<file path="src/rtl/skew_feeder_pkg.sv">
// rtl/skew_feeder_pkg.sv - shared types and width helpers for the skewed row feeder
package skew_feeder_pkg;

  typedef enum logic [2:0] {
    S_IDLE,
    S_ALIGN,
    S_RUN,
    S_DRAIN,
    S_DONE
  } state_t;

  localparam int STATE_W = 3;

  // Counter ports keep at least one bit even for single-entry dimensions.
  function automatic int clog2_min1(input int value);
    return (value > 1) ? $clog2(value) : 1;
  endfunction

  function automatic int addr_width(input int width, input int height);
    return clog2_min1(width * height);
  endfunction

  function automatic int lane_width(input int rows, input int data_w);
    return rows * data_w;
  endfunction

endpackage

</file>
<file path="src/rtl/skew_delay_line.sv">
// rtl/skew_delay_line.sv - DEPTH-stage data+valid shift register, data forced to 0 when invalid
module skew_delay_line #(
  parameter int DEPTH  = 1,
  parameter int DATA_W = 8
) (
  input  logic              clk,
  input  logic              rst,
  input  logic [DATA_W-1:0] in_data,
  input  logic              in_valid,
  output logic [DATA_W-1:0] out_data,
  output logic              out_valid
);

  logic [DATA_W-1:0] data_q [DEPTH];
  logic [DEPTH-1:0]  valid_q;

  always_ff @(posedge clk) begin
    if (rst) begin
      valid_q <= '0;
      for (int i = 0; i < DEPTH; i++) data_q[i] <= '0;
    end else begin
      valid_q[0] <= in_valid;
      data_q[0]  <= in_valid ? in_data : '0;
      for (int i = 1; i < DEPTH; i++) begin
        valid_q[i] <= valid_q[i-1];
        data_q[i]  <= data_q[i-1];
      end
    end
  end

  assign out_valid = valid_q[DEPTH-1];
  assign out_data  = valid_q[DEPTH-1] ? data_q[DEPTH-1] : '0;

endmodule

</file>
<file path="src/rtl/skew_feeder.sv">
// rtl/skew_feeder.sv - frame sequencer and skewed lane driver; SKEW_FEEDER_SKEW_EN selects diagonal skew
module skew_feeder
  import skew_feeder_pkg::*;
#(
  parameter int WIDTH  = 32,
  parameter int HEIGHT = 32,
  parameter int ROWS   = 4,
  parameter int DATA_W = 8
) (
  input  logic                               clk,
  input  logic                               rst,
  input  logic                               start,
  input  logic [clog2_min1(WIDTH)-1:0]       pixel_cntr,
  input  logic [clog2_min1(HEIGHT)-1:0]      slice_cntr,
  output logic                               enable_row_count,
  output logic                               rd_en,
  output logic [addr_width(WIDTH,HEIGHT)-1:0] rd_addr,
  input  logic [lane_width(ROWS,DATA_W)-1:0] rd_data,
  output logic [lane_width(ROWS,DATA_W)-1:0] lane_data,
  output logic [ROWS-1:0]                    lane_valid,
  output logic                               busy,
  output logic                               done
);

  localparam int PIX_W  = clog2_min1(WIDTH);
  localparam int SLC_W  = clog2_min1(HEIGHT);
  localparam int ADDR_W = addr_width(WIDTH, HEIGHT);

`ifdef SKEW_FEEDER_SKEW_EN
  localparam bit SKEW      = 1'b1;
  localparam int DRAIN_LEN = ROWS;
`else
  localparam bit SKEW      = 1'b0;
  localparam int DRAIN_LEN = 1;
`endif
  localparam int DRAIN_W = clog2_min1(DRAIN_LEN);

  state_t             state, state_nx;
  logic [DRAIN_W-1:0] drain_cnt, drain_cnt_nx;
  logic               rd_valid;
  logic [ADDR_W-1:0]  addr_calc;
  logic               last_pixel, last_slice;

  assign last_pixel = (pixel_cntr == PIX_W'(WIDTH - 1));
  assign last_slice = (slice_cntr == SLC_W'(HEIGHT - 1));
  assign addr_calc  = ADDR_W'(slice_cntr) * ADDR_W'(WIDTH) + ADDR_W'(pixel_cntr);

  always_ff @(posedge clk) begin
    if (rst) begin
      state     <= S_IDLE;
      drain_cnt <= '0;
      rd_valid  <= 1'b0;
    end else begin
      state     <= state_nx;
      drain_cnt <= drain_cnt_nx;
      rd_valid  <= rd_en;
    end
  end

  always_comb begin
    state_nx         = state;
    drain_cnt_nx     = drain_cnt;
    rd_en            = 1'b0;
    enable_row_count = 1'b0;
    rd_addr          = '0;
    busy             = 1'b1;
    done             = 1'b0;
    case (state)
      S_IDLE: begin
        busy = 1'b0;
        if (start) state_nx = S_ALIGN;
      end
      // Enter RUN only once the free-running pixel counter is about to wrap.
      S_ALIGN: begin
        if (last_pixel) state_nx = S_RUN;
      end
      S_RUN: begin
        rd_en            = 1'b1;
        enable_row_count = 1'b1;
        rd_addr          = addr_calc;
        if (last_pixel && last_slice) begin
          state_nx     = S_DRAIN;
          drain_cnt_nx = DRAIN_W'(DRAIN_LEN - 1);
        end
      end
      S_DRAIN: begin
        if (drain_cnt == '0) state_nx = S_DONE;
        else drain_cnt_nx = drain_cnt - 1'b1;
      end
      S_DONE: begin
        done     = 1'b1;
        state_nx = S_IDLE;
      end
      default: state_nx = S_IDLE;
    endcase
  end

  for (genvar r = 0; r < ROWS; r++) begin : g_lane
    skew_delay_line #(
      .DEPTH (SKEW ? r + 1 : 1),
      .DATA_W(DATA_W)
    ) u_delay (
      .clk      (clk),
      .rst      (rst),
      .in_data  (rd_data[r*DATA_W +: DATA_W]),
      .in_valid (rd_valid),
      .out_data (lane_data[r*DATA_W +: DATA_W]),
      .out_valid(lane_valid[r])
    );
  end

endmodule

</file>
<file path="config.mk">
export PLATFORM = sky130hd
export DESIGN_NAME = skew_feeder
export DESIGN_NICKNAME = d
export VERILOG_FILES = /design/src/rtl/skew_feeder_pkg.sv /design/src/rtl/skew_delay_line.sv /design/src/rtl/skew_feeder.sv
export SDC_FILE = /design/constraint.sdc
export NUM_CORES = 1
export LEC_CHECK = 0
export CAP_MARGIN = 20
export CORE_AREA = 2 2 49 86
export DETAILED_ROUTE_END_ITERATION = 6
export DIE_AREA = 0 0 51 88
export PLACE_DENSITY = 0.91
export SYNTH_ARGS = -nofsm -noshare
export SYNTH_HDL_FRONTEND = slang
export SYNTH_SLANG_ARGS = --single-unit
</file>
<file path="constraint.sdc">
create_clock -name clk -period 2.1 [get_ports clk]
set_clock_uncertainty 0.1 [all_clocks]
set_input_delay 0.42 -clock clk [delete_from_list [all_inputs] [get_ports clk]]
set_output_delay 0.42 -clock clk [all_outputs]
set_load 0.02 [all_outputs]
</file>
Yosys cells after proc, flatten, opt, wreduce, memory -nomap -nowiden
Memory sizes are Yosys's and may differ from the RTL's.
Index checks and enable logic that the tools add are counted.
Widths: inputs -> output; s select.
- bits of input ports: 45
- latch bits: 0
- memory bits (read-only): 0
- output and inout port bits: 50
- register bits: 6
- RAM bits: 32
- memories kept: 4
- order comparisons: 0
- equality and inequality tests: 10
- add/subtract/negate cells: 2
- divide/modulo/power cells: 0
- $mul: 0
- shifts and indexed selects: 0
- multiplexer cells: 31
- reductions and logical operators: 9
- bitwise logic cells: 0
- memories (name ; depth ; width ; rd ports ; clocked after memory_dff ; write ports ; RTL line ; source):
    g_lane[0].u_delay.data_q ; 1 ; 8 ; 1 ; 0 ; 1 ; skew_delay_line.sv:14 ; logic [DATA_W-1:0] data_q [DEPTH];
    g_lane[1].u_delay.data_q ; 1 ; 8 ; 1 ; 0 ; 1 ; skew_delay_line.sv:14 ;
    g_lane[2].u_delay.data_q ; 1 ; 8 ; 1 ; 0 ; 1 ; skew_delay_line.sv:14 ;
    g_lane[3].u_delay.data_q ; 1 ; 8 ; 1 ; 0 ; 1 ; skew_delay_line.sv:14 ;
- operator list (cell ; number):
    $mux 8 ; 12
    $reduce_or 8->1 ; 4
    $mux 1 ; 12
    $mux 3 ; 4
    $pmux 3 s4 ; 1
    $add 10x5->10 ; 1
    $eq 5x5->1 const B ; 2
    $mux 10 ; 1
    $ne 2x2->1 const B ; 4
    $eq 3x2->1 const B ; 2
    $reduce_and 4->1 ; 1
    $eq 3x1->1 const B ; 1
    $eq 3x3->1 const B ; 1
    $logic_not 3->1 ; 1
    $pmux 1 s2 ; 1
    $reduce_and 2->1 ; 1
    $reduce_bool 2->1 ; 1
    $logic_and 1x1->1 ; 1
    $sub 1x1->1 const B ; 1

Depth between registers and ports, before layout
Gate-level depths: netlist of run 1.
- word-level depth: 4
- gate-level depth with buffers: 3
- gate-level depth less buffers: 3

Hierarchy
Synthesis of run 1 repeated with hierarchy kept, for this count alone.
- cells, all modules: 137
- area total of the unflattened synthesis: 1490.2 um^2
- by module, submodules not included (module ; area each (um^2) ; seq. area each (um^2) ; times used ; cells each):
    skew_delay_line ; 306.5 ; 180.2 ; 4 ; 26
    skew_feeder ; 264.0 ; 80.1 ; 1 ; 33

Worst setup path before layout of run 1
Ideal clock, no wire load.
- kind: register -> output
- start: register state[1]
- end: output port rd_addr[0]
- data required time: 1580 ps
- path buffers: 1
- data arrival time: 1177 ps
- stages on the path, launching flop included: 4
- setup slack: 403 ps
- cell sequence: dfxtp_1 > nor3b_1 > buf_2 > and2_1
- word-level cells in the longest chain between the ends: 2
- ends and longest elaborated chain (element ; RTL line ; source):
    start: declaration ; skew_feeder.sv:38 ; state_t state, state_nx;
    start signal: assignment ; skew_feeder.sv:54 ; state <= state_nx;
    $eq 3x2->1 ; skew_feeder.sv:68 ; case (state)
    $mux 10 ; skew_feeder.sv:68 ;
    end: declaration ; skew_feeder.sv:17 ; output logic [addr_width(WIDTH,HEIGHT)-1:0] rd_addr,
Every way passes these cells.

Final worst setup path of run 1
- start: register state[2]
- end: output port rd_addr[2]
The elaborated chain is that of the path after synthesis.

==> flow_summary.ini, run 1 <==
[route]
wire_per_inst_um = 11.49
route.detailed.drc = 0
wl_um = 3390
vias = 1282
via_per_inst = 4.346
first_pass_iters = 3
ant_nets = 0
first_iter_violations = 9

[clocking]
cts_root_buf = clkbuf_8
path_clk_slew_ns = 0.07
insertion_delay_ns = 0.28
htreeDepth = 2
cts_tree = done
cts_made_buffers = 5
clock_path_buffers = 2
cts_sinks = 37

[logic_synthesis]
synth_top_family_by_area = simple AND/OR/NAND/NOR gates
yosysSeqAreaShare_pct = 52.67
synth_edf_count = 0
synth_xor_area_share_pct = 0
syn_area_per_cell_um2 = 9.835
synth.most_common_cell = and2_1
netlist_area_um2 = 1406
synth_cells = 143
async_reset_ff_share_pct = 0
ys_top_cells_by_count = 74 x and2_1, 37 x dfxtp_1, 6 x clkbuf_1
synthAdderAreaFrac_pct = 0
synth_warnings = 0
synth-compound-area-share_pct = 1.690
synth_area_leader_cell = dfxtp_1
yosysUniqueCellTypes = 19
synth_mux_area_share_pct = 0
netlist_top_cells_area = dfxtp_1 53%, and2_1 33%, buf_4 2.7%
synth_top_area_share_pct = 52.67
synth-main-ff-cell = dfxtp_1
yosys.area_share.simple_pct = 41.01
synth_nets = 188
ys_ff_latch = 37

[worst_hold_path]
hp-class = register to register
holdPathEnd = state[1]
hold_start = state[2]
hold_path_depth = 2

[place]
hpwl_um = 2719
port-buffer-count = 94
dpl_cell_area_um2 = 2450
gp_congestion = 0.7042

[critical_path]
crit_buf_inv = 2
path_cells = nor3b_1, buf_4, and2_1, dlygate4sd2_1
cp-start-kind = register
crit_type = register to primary output
rr_startpoint = state[2]
r2r_slack_ns = 0.65
crit_slowest_cell = dfxtp_1
cp-startpoint = state[2]
reg2reg_to = state[0]
cp.arrival_ns = 1.48
path_max_fanout = 14
cp_slowest_stage_delay_ns = 0.33
required_ns = 1.58
reg2reg_depth = 4
cpLargestDelayFamily = buffers and inverters
endpoint_kind = primary output

[power]
internal-power_mw = 1.027
peakVddDrop_mv = 0.4228
power_density_nw_per_um2 = 518.5
power.leakage_nw = 1.206
p_seq_share_pct = 54.7
combPwrFrac_pct = 9.5
p_total_mw = 1.293
switching_share_pct = 20.57
p_switching_mw = 0.2659
pwr-share-clk_pct = 35.9

[timing]
worstMarginPinSlew_ns = 0.2493
final.setup.tns_ns = 0
hold_viol_final = 0
min_period_ns = 1.998
max_freq_mhz = 500.6
rsz0062_at_grt = false
finalSetupViolations = 0
relSlewSlack_pct = 83.45
drv_slew = 0
finalCritPeriodShare_pct = 95.12

[global_routing]
grt_antenna_before_repair = 0
grt.overflow.total = 0
grt_pass1_wl_um = 5395
grt_max_degree = 23
grtUsageTotal_pct = 16.67
grt_pass1_vias = 1263

[floorplan]
die_area_um2 = 4488
coreArea_um2 = 3791
num_rows = 30
pin_count = 95
die-width_um = 51
start_util_pct = 37.10
die_h_um = 88

[status]
status = finished clean

[finish]
fin_area_um2 = 2494
layout-drive-gt1-share_pct = 9.717
diodes = 0
area_growth_pct = 77.31
layout.nets = 291
fin_util_pct = 65.78

[run]
maxCapViolCount = 0
[worst register-to-register path, delay by kind of cell, from the launching register on]
| kind | cells | cell delay, ns |
|---|---|---|
| compound gates | 1 | 0.08 |
| buf+inv | 1 | 0.14 |
| simple gates | 2 | 0.73 |
| flops | 1 | 0.33 |
[registers in the layout (all words and copies together), names as in the netlist]
register	cells
g_lane.u_delay.out_valid	1
g_lane.u_delay.data_q	32
state	3
rd_valid	1
[layout make-up]
class	count	area, um^2
Multi-Input combinational cell	94	603.1
Clock buffer	6	72.57
Fill cell	315	1297
Clock inverter	2	10.01
Timing Repair Buffer	108	1007
Tap cell	48	60.06
Sequential cell	37	740.7
[logic make-up after synthesis]
family	Yosys count
compound gates	3
flops	37
simple gates	91
buf+inv	12
[power groups by stage]
stage	clock (mW)	combinational [mW]	sequential [mW]
floorplan	0	0.0200	0.723
global placement	0	0.123	0.722
detailed placement	0	0.125	0.723
CTS	0.483	0.123	0.706
global route	0.522	0.132	0.706
finish	0.464	0.122	0.707
[metrics by stage]
| stage | hold WS (ns) | setup WS (ns) | cells |
|---|---|---|---|
| floorplan | 0.3590 | 0.4030 | 143 |
| finish | 0.4748 | 0.1025 | 295 |
| global route | 0.4892 | 0.0007946 | 295 |
| CTS | 0.4684 | 0.08085 | 295 |
| global placement | 0.4193 | -0.03824 | 287 |
| detailed placement | 0.4400 | -0.06402 | 287 |
[layer usage]
metal	global-route usage, %	routed length, um
met5	0	0
met4	9.091	70
met3	7.509	303
met2	31.88	1959
met1	13.47	1057
[repair_timing]
action | 4_1_cts | 5_1_grt
setup buffers | 0 | 0
hold buffers | 0 | 0
gates resized for setup | 39 | 7
endpoints found under the setup margin | 39 | 7
[cells in the final DEF, fill, tap and decap left out, drive strengths merged]
cell type and instances:
clkdlybuf4s15 6, clkbuf 6, nor2 1, o211ai 2
and3 2, and2 74, clkinv 2, dfxtp 37
buf 14, clkdlybuf4s50 54, a41oi 1, nor3 1
and4 1, or3b 1, dlymetal6s2s 1, nor3b 2
or3 1, nand2 1, nand3 2, nor2b 4
nand4b 1, dlygate4sd2 33
[worst max-delay path by stage]
stage | to | slack [ns] | depth (start not counted)
floorplan | rd_addr[0] | 0.40 | 3
global placement | rd_addr[2] | -0.04 | 3
detailed placement | rd_addr[2] | -0.06 | 3
CTS | lane_data[17] | 0.08 | 3
global route | rd_addr[6] | 0.0008 | 4
finish | rd_addr[2] | 0.10 | 4
Note: power is estimated with default switching activity, not from simulation.
==> run 2, diff against run 1 <==
Settings changed: ABC_CLOCK_PERIOD_IN_PS set to 2100.
==> results of run 2 <==
No change in the layout: final DEF, timing and power equal those of run 1.
==> run 3, diff against run 2 <==
Settings changed: ABC_CLOCK_PERIOD_IN_PS 2100 to 1800, CORE_AREA 2 2 49 86 to 2 2 54 93, DIE_AREA 0 0 51 88 to 0 0 56 95, PLACE_DENSITY 0.91 to 0.82.
Clock period 2.1 ns to 1.8 ns, I/O delays scaled along.
==> run 3 against run 2 <==
Worst hold slack got worse by 0.0027 ns; highest routed layer unchanged; worst setup slack worse by 0.062 ns; clock-buffer cell count shrank 1; clock power grew 17%; critical path type unchanged.
==> flow_summary.ini, run 3 (synthesized netlist as in run 1, its figures left out) <==
[place]
hpwl_um = 2612
dpl_cell_area_um2 = 2455
gp_congestion = 0.6917
port-buffer-count = 94

[finish]
fin_area_um2 = 2414
diodes = 0
fillers = 444
final_common_cell = and2_1
multiInputGateArea_um2 = 619.3
area_growth_pct = 71.62
layout.nets = 292
fin_util_pct = 52.19
largest_register_ffs = 32
seq_area_um2 = 743.2
layout-drive-gt1-share_pct = 23.39
mostFrequentLayoutCells = 74 x and2_1, 44 x clkdlybuf4s50_1, 35 x dfxtp_1
top_register = g_lane.u_delay.data_q
biggestRegsByFlops = g_lane.u_delay.data_q x32, state x3

[critical_path]
path_max_fanout = 7
rr_startpoint = state[2]
endpoint_kind = primary output
required_ns = 1.34
reg2reg_depth = 4
crit_type = register to primary output
r2r_slack_ns = 0.32
cp-start-kind = register
reg2reg_to = state[0]
cp.arrival_ns = 1.30

[floorplan]
die_h_um = 95
die_area_um2 = 5320
coreArea_um2 = 4624
start_util_pct = 30.41
die-width_um = 56
pin_count = 95
num_rows = 33

[route]
ant_nets = 0
first_iter_violations = 38
first_pass_iters = 4
wl_um = 3334
route.detailed.drc = 0
vias = 1302
wire_per_inst_um = 11.11
via_per_inst = 4.340

[power]
peakVddDrop_mv = 0.4658
power_density_nw_per_um2 = 627.9
internal-power_mw = 1.201
p_seq_share_pct = 54.5
pwr-share-clk_pct = 35.8
p_switching_mw = 0.3140
power.leakage_nw = 1.144
combPwrFrac_pct = 9.7
switching_share_pct = 20.72
p_total_mw = 1.515

[clocking]
cts_sinks = 37
clock_path_buffers = 2
cts_tree = done
insertion_delay_ns = 0.28
cts_made_buffers = 5
htreeDepth = 2
path_clk_slew_ns = 0.07
cts_root_buf = clkbuf_8
post_cts_buffers = 0

[global_routing]
grtUsageTotal_pct = 13.01
grt_antenna_before_repair = 0
grt_max_degree = 34
grt_pass1_vias = 1292
grt_pass1_wl_um = 5416
grt.overflow.total = 0

[timing]
max_freq_mhz = 568.5
relSlewSlack_pct = 62.12
worstMarginPinSlew_ns = 0.5670
finalSetupViolations = 0
final.setup.tns_ns = 0
whs_ns = 0.4721
hold_viol_final = 0
rsz0062_at_grt = true
drv_slew = 0
finalCritPeriodShare_pct = 97.73
min_period_ns = 1.759

[worst_hold_path]
hold_start = state[2]
holdPathEnd = state[1]
hold_path_depth = 2
hp-class = register to register

[status]
status = finished clean

[run]
maxCapViolCount = 0
run 3: worst max path at each step:
stage / to / slack, ns / start
6_report: rd_addr[2] / 0.04 / state[2]
5_1_grt: rd_addr[0] / -0.04 / state[1]
4_1_cts: lane_data[22] / 0.005 / g_lane[0].u_delay.out_valid
3_5_place_dp: g_lane[0].u_delay.data_q[0][7] / -0.28 / rst
3_3_place_gp: rd_addr[4] / -0.22 / pixel_cntr[4]
2_1_floorplan: rd_addr[0] / 0.16 / state[1]
run 3: power by group through the flow:
stage          registers, mW  clock network (mW)  logic, mW
2_1_floorplan          0.844                   0     0.0233
3_3_place_gp           0.843                   0      0.145
3_5_place_dp           0.843                   0      0.147
4_1_cts                0.823               0.571      0.144
5_1_grt                0.826               0.606      0.160
6_report               0.826               0.542      0.147
run 3: critical path, cell delays in order (launching register included):
cell and delay [ns]:
dfxtp_2 0.34, nor3b_4 0.21, buf_4 0.17, and2_1 0.13
buf_2 0.16
run 3: per-layer routing:
layer / GRT usage, % / wire [um] / vias to the layer above
met2: 25.10 / 1893 / 61
met1: 11.91 / 1132 / 589
met5: 0 / 0 / -
met4: 7.143 / 46 / 0
li1: - / - / 650
met3: 3.699 / 261 / 2
run 3: final cells by class:
class                   count  area share, %
clock buffers               5          2.851
clock inverters             3         0.7258
multi-input cells          94          25.66
flip-flops and latches     37          30.79
well taps                  52          2.696
repair buffers            109          37.27
run 3: stage by stage:
stage / cells / setup slack (ns)
2_1_floorplan: 143 / 0.1630
3_3_place_gp: 291 / -0.2205
3_5_place_dp: 291 / -0.2796
4_1_cts: 299 / 0.005489
5_1_grt: 300 / -0.03608
6_report: 300 / 0.04086
run 3: repair_timing:
item / CTS / global route
gates cloned: 0 / 1
endpoints found under the setup margin: 50 / 69
hold buffers: 0 / 0
resized for setup: 92 / 46
